===== src/rtl/puzzle_pkg.sv =====
// Shared definitions for the 8-puzzle move controller.
// Contents: FSM state enum, register-file addresses, direction and error
// codes, board geometry, and small helpers for tile access and move rules.
package puzzle_pkg;

  localparam int BOARD_W   = 36;
  localparam int TILE_W    = 4;
  localparam int NUM_TILES = 9;

  typedef enum logic [3:0] {
    ST_IDLE,
    ST_RD_A,
    ST_RD_B,
    ST_SCAN,
    ST_CHECK,
    ST_WR_BOARD,
    ST_WR_DEPTH,
    ST_WR_DIR,
    ST_DONE
  } state_t;

  // Register-file map
  localparam logic [4:0] ADDR_BOARD = 5'd0;
  localparam logic [4:0] ADDR_IDEAL = 5'd1;
  localparam logic [4:0] ADDR_DEPTH = 5'd3;
  localparam logic [4:0] ADDR_HIST  = 5'd4;

  // Direction the blank moves
  localparam logic [1:0] DIR_UP    = 2'b00;
  localparam logic [1:0] DIR_DOWN  = 2'b01;
  localparam logic [1:0] DIR_LEFT  = 2'b10;
  localparam logic [1:0] DIR_RIGHT = 2'b11;

  // Result codes
  localparam logic [1:0] ERR_OK       = 2'b00;
  localparam logic [1:0] ERR_ILLEGAL  = 2'b01;
  localparam logic [1:0] ERR_DEPTH    = 2'b10;
  localparam logic [1:0] ERR_NO_BLANK = 2'b11;

  localparam logic [3:0] DEPTH_MAX = 4'd15;

  // Tile idx lives at bits [35-4*idx : 32-4*idx]; out-of-range idx reads 0.
  function automatic logic [TILE_W-1:0] get_tile(input logic [BOARD_W-1:0] board,
                                                 input logic [3:0] idx);
    logic [TILE_W-1:0] tile;
    tile = '0;
    for (int i = 0; i < NUM_TILES; i++) begin
      if (idx == 4'(i)) tile = board[BOARD_W-1-TILE_W*i -: TILE_W];
    end
    return tile;
  endfunction

  // True when the blank at k cannot move in direction d (would leave the 3x3 grid).
  function automatic logic move_illegal(input logic [3:0] k, input logic [1:0] d);
    logic col0;
    logic col2;
    logic bad;
    col0 = (k == 4'd0) || (k == 4'd3) || (k == 4'd6);
    col2 = (k == 4'd2) || (k == 4'd5) || (k == 4'd8);
    case (d)
      DIR_UP:   bad = (k < 4'd3);
      DIR_DOWN: bad = (k > 4'd5);
      DIR_LEFT: bad = col0;
      default:  bad = col2;
    endcase
    return bad;
  endfunction

  // Index the blank moves into; only meaningful when the move is legal.
  function automatic logic [3:0] move_target(input logic [3:0] k, input logic [1:0] d);
    logic [3:0] t;
    case (d)
      DIR_UP:   t = k - 4'd3;
      DIR_DOWN: t = k + 4'd3;
      DIR_LEFT: t = k - 4'd1;
      default:  t = k + 4'd1;
    endcase
    return t;
  endfunction

endpackage


===== src/rtl/puzzle_tile_swap.sv =====
// Combinational tile swap: returns board with tiles idx_a and idx_b exchanged.
// Ports: board (in, 36), idx_a/idx_b (in, 4), swapped (out, 36).
// Indices outside 0..8 leave every tile in place except that a valid index
// paired with an invalid one receives a zero tile (never used by the caller).
module puzzle_tile_swap
  import puzzle_pkg::*;
(
  input  logic [BOARD_W-1:0] board,
  input  logic [3:0]         idx_a,
  input  logic [3:0]         idx_b,
  output logic [BOARD_W-1:0] swapped
);

  logic [TILE_W-1:0] tile_a;
  logic [TILE_W-1:0] tile_b;

  assign tile_a = get_tile(board, idx_a);
  assign tile_b = get_tile(board, idx_b);

  generate
    for (genvar gi = 0; gi < NUM_TILES; gi++) begin : g_tile
      localparam int HI = BOARD_W - 1 - TILE_W * gi;
      assign swapped[HI -: TILE_W] = (idx_a == 4'(gi)) ? tile_b :
                                     (idx_b == 4'(gi)) ? tile_a :
                                     board[HI -: TILE_W];
    end
  endgenerate

endmodule


===== src/rtl/puzzle_move_ctrl.sv =====
// 8-puzzle move controller. Reads board/ideal/depth/history from an external
// register file, finds the blank, validates and applies one move, then writes
// back the new board, incremented depth and shifted direction history.
// Ports: clk, rst_n (async active-low); start/dir request a move;
// rf_src0/rf_src1 + rf_data0/rf_data1 are two combinational read ports;
// rf_dst/rf_wdata/rf_we form the write port; busy, done (1-cycle pulse),
// solved, err_code and blank_pos report status.
module puzzle_move_ctrl #(
  parameter int BOARD_W = 36,
  parameter int ADDR_W  = 5
) (
  input  logic               clk,
  input  logic               rst_n,
  input  logic               start,
  input  logic [1:0]         dir,
  output logic [ADDR_W-1:0]  rf_src0,
  output logic [ADDR_W-1:0]  rf_src1,
  input  logic [BOARD_W-1:0] rf_data0,
  input  logic [BOARD_W-1:0] rf_data1,
  output logic [ADDR_W-1:0]  rf_dst,
  output logic [BOARD_W-1:0] rf_wdata,
  output logic               rf_we,
  output logic               busy,
  output logic               done,
  output logic               solved,
  output logic [1:0]         err_code,
  output logic [3:0]         blank_pos
);
  import puzzle_pkg::*;

  state_t             state_reg;
  state_t             state_next;
  logic [1:0]         dir_reg;
  logic [BOARD_W-1:0] board_reg;
  logic [BOARD_W-1:0] ideal_reg;
  logic [BOARD_W-1:0] new_board_reg;
  logic [3:0]         depth_reg;
  logic [29:0]        hist_reg;
  logic [3:0]         scan_idx_reg;
  logic [3:0]         blank_pos_reg;
  logic               solved_reg;
  logic [1:0]         err_reg;

  logic [TILE_W-1:0]  scan_tile;
  logic               illegal;
  logic [3:0]         target;
  logic [BOARD_W-1:0] swapped_board;

  assign scan_tile = get_tile(board_reg, scan_idx_reg);
  assign illegal   = move_illegal(blank_pos_reg, dir_reg);
  assign target    = move_target(blank_pos_reg, dir_reg);

  puzzle_tile_swap u_swap (
    .board   (board_reg),
    .idx_a   (blank_pos_reg),
    .idx_b   (target),
    .swapped (swapped_board)
  );

  always_ff @(posedge clk or negedge rst_n) begin
    if (!rst_n) state_reg <= ST_IDLE;
    else        state_reg <= state_next;
  end

  always_comb begin
    state_next = state_reg;
    rf_src0    = '0;
    rf_src1    = '0;
    rf_dst     = '0;
    rf_wdata   = '0;
    rf_we      = 1'b0;
    case (state_reg)
      ST_IDLE: if (start) state_next = ST_RD_A;
      ST_RD_A: begin
        rf_src0    = ADDR_W'(ADDR_BOARD);
        rf_src1    = ADDR_W'(ADDR_IDEAL);
        state_next = ST_RD_B;
      end
      ST_RD_B: begin
        rf_src0    = ADDR_W'(ADDR_DEPTH);
        rf_src1    = ADDR_W'(ADDR_HIST);
        state_next = ST_SCAN;
      end
      ST_SCAN: begin
        if (scan_tile == '0)               state_next = ST_CHECK;
        else if (scan_idx_reg == 4'd8)     state_next = ST_DONE;
      end
      ST_CHECK: begin
        if (illegal || (depth_reg == DEPTH_MAX)) state_next = ST_DONE;
        else                                     state_next = ST_WR_BOARD;
      end
      ST_WR_BOARD: begin
        rf_we      = 1'b1;
        rf_dst     = ADDR_W'(ADDR_BOARD);
        rf_wdata   = new_board_reg;
        state_next = ST_WR_DEPTH;
      end
      ST_WR_DEPTH: begin
        rf_we      = 1'b1;
        rf_dst     = ADDR_W'(ADDR_DEPTH);
        rf_wdata   = BOARD_W'(depth_reg + 4'd1);
        state_next = ST_WR_DIR;
      end
      ST_WR_DIR: begin
        rf_we      = 1'b1;
        rf_dst     = ADDR_W'(ADDR_HIST);
        // Oldest direction falls off the top of the 15-entry history.
        rf_wdata   = BOARD_W'({hist_reg[27:0], dir_reg});
        state_next = ST_DONE;
      end
      ST_DONE: state_next = ST_IDLE;
      default: state_next = ST_IDLE;
    endcase
  end

  always_ff @(posedge clk or negedge rst_n) begin
    if (!rst_n) begin
      dir_reg       <= '0;
      board_reg     <= '0;
      ideal_reg     <= '0;
      new_board_reg <= '0;
      depth_reg     <= '0;
      hist_reg      <= '0;
      scan_idx_reg  <= '0;
      blank_pos_reg <= '0;
      solved_reg    <= 1'b0;
      err_reg       <= ERR_OK;
    end else begin
      case (state_reg)
        ST_IDLE: begin
          if (start) begin
            dir_reg    <= dir;
            solved_reg <= 1'b0;
            err_reg    <= ERR_OK;
          end
        end
        ST_RD_A: begin
          board_reg <= rf_data0;
          ideal_reg <= rf_data1;
        end
        ST_RD_B: begin
          depth_reg    <= rf_data0[3:0];
          hist_reg     <= rf_data1[29:0];
          scan_idx_reg <= '0;
        end
        ST_SCAN: begin
          if (scan_tile == '0)           blank_pos_reg <= scan_idx_reg;
          else if (scan_idx_reg == 4'd8) err_reg       <= ERR_NO_BLANK;
          scan_idx_reg <= scan_idx_reg + 4'd1;
        end
        ST_CHECK: begin
          // Illegal move outranks the depth limit.
          if (illegal) begin
            err_reg <= ERR_ILLEGAL;
          end else if (depth_reg == DEPTH_MAX) begin
            err_reg <= ERR_DEPTH;
          end else begin
            new_board_reg <= swapped_board;
            solved_reg    <= (swapped_board == ideal_reg);
          end
        end
        default: ;
      endcase
    end
  end

  assign busy      = (state_reg != ST_IDLE);
  assign done      = (state_reg == ST_DONE);
  assign solved    = solved_reg;
  assign err_code  = err_reg;
  assign blank_pos = blank_pos_reg;

endmodule


===== config.mk =====
export PLATFORM = sky130hd
export DESIGN_NAME = puzzle_move_ctrl
export DESIGN_NICKNAME = d
export VERILOG_FILES = /design/src/rtl/puzzle_pkg.sv /design/src/rtl/puzzle_tile_swap.sv /design/src/rtl/puzzle_move_ctrl.sv
export SDC_FILE = /design/constraint.sdc
export NUM_CORES = 1
export LEC_CHECK = 0
export ABC_AREA = 1
export BUFFER_PORTS_ARGS = -buffer_cell sky130_fd_sc_hd__buf_2
export CAP_MARGIN = 5
export CORE_AREA = 2 2 196 198
export DETAILED_ROUTE_END_ITERATION = 8
export DIE_AREA = 0 0 198 200
export SLEW_MARGIN = 20
export SYNTH_ARGS = -nofsm -noshare
export SYNTH_HDL_FRONTEND = slang
export SYNTH_SLANG_ARGS = --single-unit

===== constraint.sdc =====
create_clock -name clk -period 5.9 [get_ports clk]
set_clock_uncertainty 0.15 [all_clocks]
set_input_delay 0.59 -clock clk [delete_from_list [all_inputs] [get_ports clk]]
set_output_delay 0.59 -clock clk [all_outputs]
set_load 0.02 [all_outputs]

==> flow_summary.json <==
{
  "crit_buf_inv": 4,
  "grt_max_degree": 72,
  "path_cells": "inv_1, ha_1, nand2_2, nor2_1, inv_1, nand3_1, o32ai_1, nand2_1, nor2_2, clkinv_1, buf_4, nand2_1, o21ai_0",
  "setup_slack_ns": 1.068,
  "status": "finished clean",
  "synth_top_area_share_pct": 42.39,
  "critPathLaunch": "blank_pos[0]$_DFFE_PN0P_",
  "final_nets": 1533,
  "wl_met1_um": 17020,
  "crit_path_end": "new_board_reg[9]$_DFFE_PN0P_",
  "ys_types": 43,
  "endpoint_kind": "flip-flop",
  "critPathRequiredTime_ns": 6.05,
  "p_total_mw": 7.300,
  "drt_pass1_iterations": 7,
  "reg2reg_depth": 13,
  "finalSetupViolations": 0,
  "tightestPinTransition_ns": 0.9368,
  "initial_core_util_pct": 24.78,
  "grt_pass1_vias": 9087,
  "post-route-util_pct": 29.47,
  "seq_area_sq_um": 3929,
  "critPathLaunchType": "flip-flop",
  "wl_met2_um": 15700,
  "rsz0062_at_grt": "no",
  "first_iter_violations": 836,
  "yosysTopAreaCell": "dfrtp_1",
  "final-max-slew-violation-count": 0,
  "hp-class": "in -> reg",
  "dieHeight_um": 200,
  "cts_tree": "done",
  "drt-total-wl_um": 35450,
  "post-route-period-util_pct": 81.89,
  "ys_seq_elements": 157,
  "cp_max_fo": 47,
  "n_antenna_cell": 0,
  "rr_endpoint": "new_board_reg[9]$_DFFE_PN0P_",
  "syn_area_sq_um": 9268,
  "wl_met3_um": 1921,
  "grtUsageTotal_pct": 18.26,
  "hold_viol": 0,
  "slowest_delay_ns": 0.69,
  "worstSkewPairLatency_ns": 0.44,
  "drc": 0,
  "antenna_found_initial": 0,
  "routed.top_layer": "met4",
  "wl_per_cell_um": 18.01,
  "detail-route-antenna-nets": 0,
  "post_cts_resized": 0,
  "place_ws_ns": 1.122,
  "hold_ws_ns": 0.2062,
  "cpMaxStageDelayCell": "nor2_2",
  "power_density_nw_per_um2": 662.4,
  "setup_tns_ns": 0,
  "drv_cap": 0,
  "critical_path_class": "reg -> reg",
  "viasPerCell": 4.686,
  "async_flop_share_pct": 100.0,
  "max_freq_mhz": 207.0,
  "fin_crit_ns": 4.832,
  "slew_headroom_pct": 37.31,
  "post_cts_buffers": 0,
  "netlist_instances": 1331,
  "worstPathArrival_ns": 4.98,
  "timing.rr.start": "blank_pos[0]$_DFFE_PN0P_",
  "peakVddDrop_mv": 0.3051,
  "via_count": 9227,
  "synth_edf_count": 0,
  "io_buffers": 129,
  "place_congestion": 1.018,
  "cts_buffer_depth": 2,
  "avgSynthCellArea_sq_um": 6.963,
  "clock-root-buffer": "clkbuf_16",
  "leakage_nw": 5.532,
  "die_x_um": 198,
  "numCtsBuffers": 17,
  "synth_commonest_cells": "nand2_1, dfrtp_1, o21ai_0",
  "htreeDepth": 4,
  "rows": 71,
  "grt_pass1_wl_um": 54570,
  "seq_area_frac_synth_pct": 42.39,
  "place_hpwl_um": 27150,
  "multi_input_area_sq_um": 4554,
  "synth_flop_cell": "dfrtp_1",
  "ys_warn_count": 0,
  "clk_pin_slew_ns": 0.07,
  "area_delta_synth_final_pct": 18.91,
  "cp_top_family": "buffers and inverters",
  "overflow": 0,
  "cp.depth": 13,
  "drive_above_1_share_pct": 14.40,
  "yosysMostFrequentCell": "nand2_1",
  "core_sq_um": 37400,
  "cts.sinks": 157,
  "r2r_slack_ns": 1.07,
  "pin_count": 138,
  "synth.area.top_cells": "dfrtp_1, nand2_1, o21ai_0",
  "dieArea_sq_um": 39600,
  "nFillCells": 4168
}
==> layout by cell type, fill, tap and decap left out, types with 9 or more instances in the layout <==
master,count
buf_4,14
nor2_1,80
o21ai_0,140
a22o_1,23
nand4_1,19
buf_2,128
inv_1,136
nand3_1,71
dfrtp_1,157
nand3b_1,10
o211ai_1,9
nand2_1,503
ha_1,10
clkbuf_16,17
nor2_2,9
a21oi_1,48
==> worst min path at each step <==
stage	startpoint	endpoint	slack, ns	cells past startpoint
global route	rf_data0[21]	board_reg[21]$_DFFE_PN0P_	0.22	3
floorplan	rst_n	blank_pos[0]$_DFFE_PN0P_	0.14	0
finish	rf_data0[21]	board_reg[21]$_DFFE_PN0P_	0.21	3
detailed placement	hist_reg[20]$_DFFE_PN0P_	hist_reg[20]$_DFFE_PN0P_	0.31	2
global placement	hist_reg[16]$_DFFE_PN0P_	hist_reg[16]$_DFFE_PN0P_	0.30	2
CTS	rf_data0[22]	board_reg[22]$_DFFE_PN0P_	0.20	3
==> power by group <==
group          total [mW]  switching [mW]  leakage (nW)  internal [mW]
Sequential           2.04           0.463          1.97           1.58
Combinational        4.14            2.98          3.29           1.16
Clock                1.12           0.509         0.278          0.616
Total                7.30            3.95          5.53           3.35
==> through the flow <==
step	cell area, sq um	cells
after CTS	11020	1969
after detailed placement	10430	1936
final	11020	1969
after global placement	10430	1936
after global routing	11020	1969
after floorplan	9294	1338
==> tightest hold or removal path, cell delays in order <==
cell	delay [ns]
buf_2	0.08
nand2_1	0.04
nand2_1	0.05
==> what timing repair did <==
action                     in CTS  in global routing
hold endpoints to repair       40                  0
hold buffers                    1                  0
setup endpoints to repair       0                  0
==> layer usage <==
metal	GRT usage, %	up-vias
li1	-	4464
met1	26.38	4390
met2	28.39	326
met3	2.285	47
met4	5.737	0
met5	0	-
==> area by class of cell <==
| type | count | share of cell area, % |
|---|---|---|
| clock buffers | 20 | 4.144 |
| clock inverters | 12 | 1.124 |
| inverters | 146 | 4.995 |
| multi-input cells | 979 | 41.33 |
| flip-flops and latches | 157 | 35.65 |
| well taps | 511 | 5.802 |
| repair buffers | 144 | 6.960 |
==> cells by family after synthesis <==
logic type / after synthesis / share of synthesized area [%]
and+or+nand+nor: 720 / 32.39
AOI/OAI and AO/OA: 235 / 14.23
buffers and inverters: 202 / 8.911
DFF: 157 / 42.39
adders and majority gates: 11 / 1.566
xor gates and xnor gates: 5 / 0.4725
other: 1 / 0.04046
(Power assumes the default switching activity.)
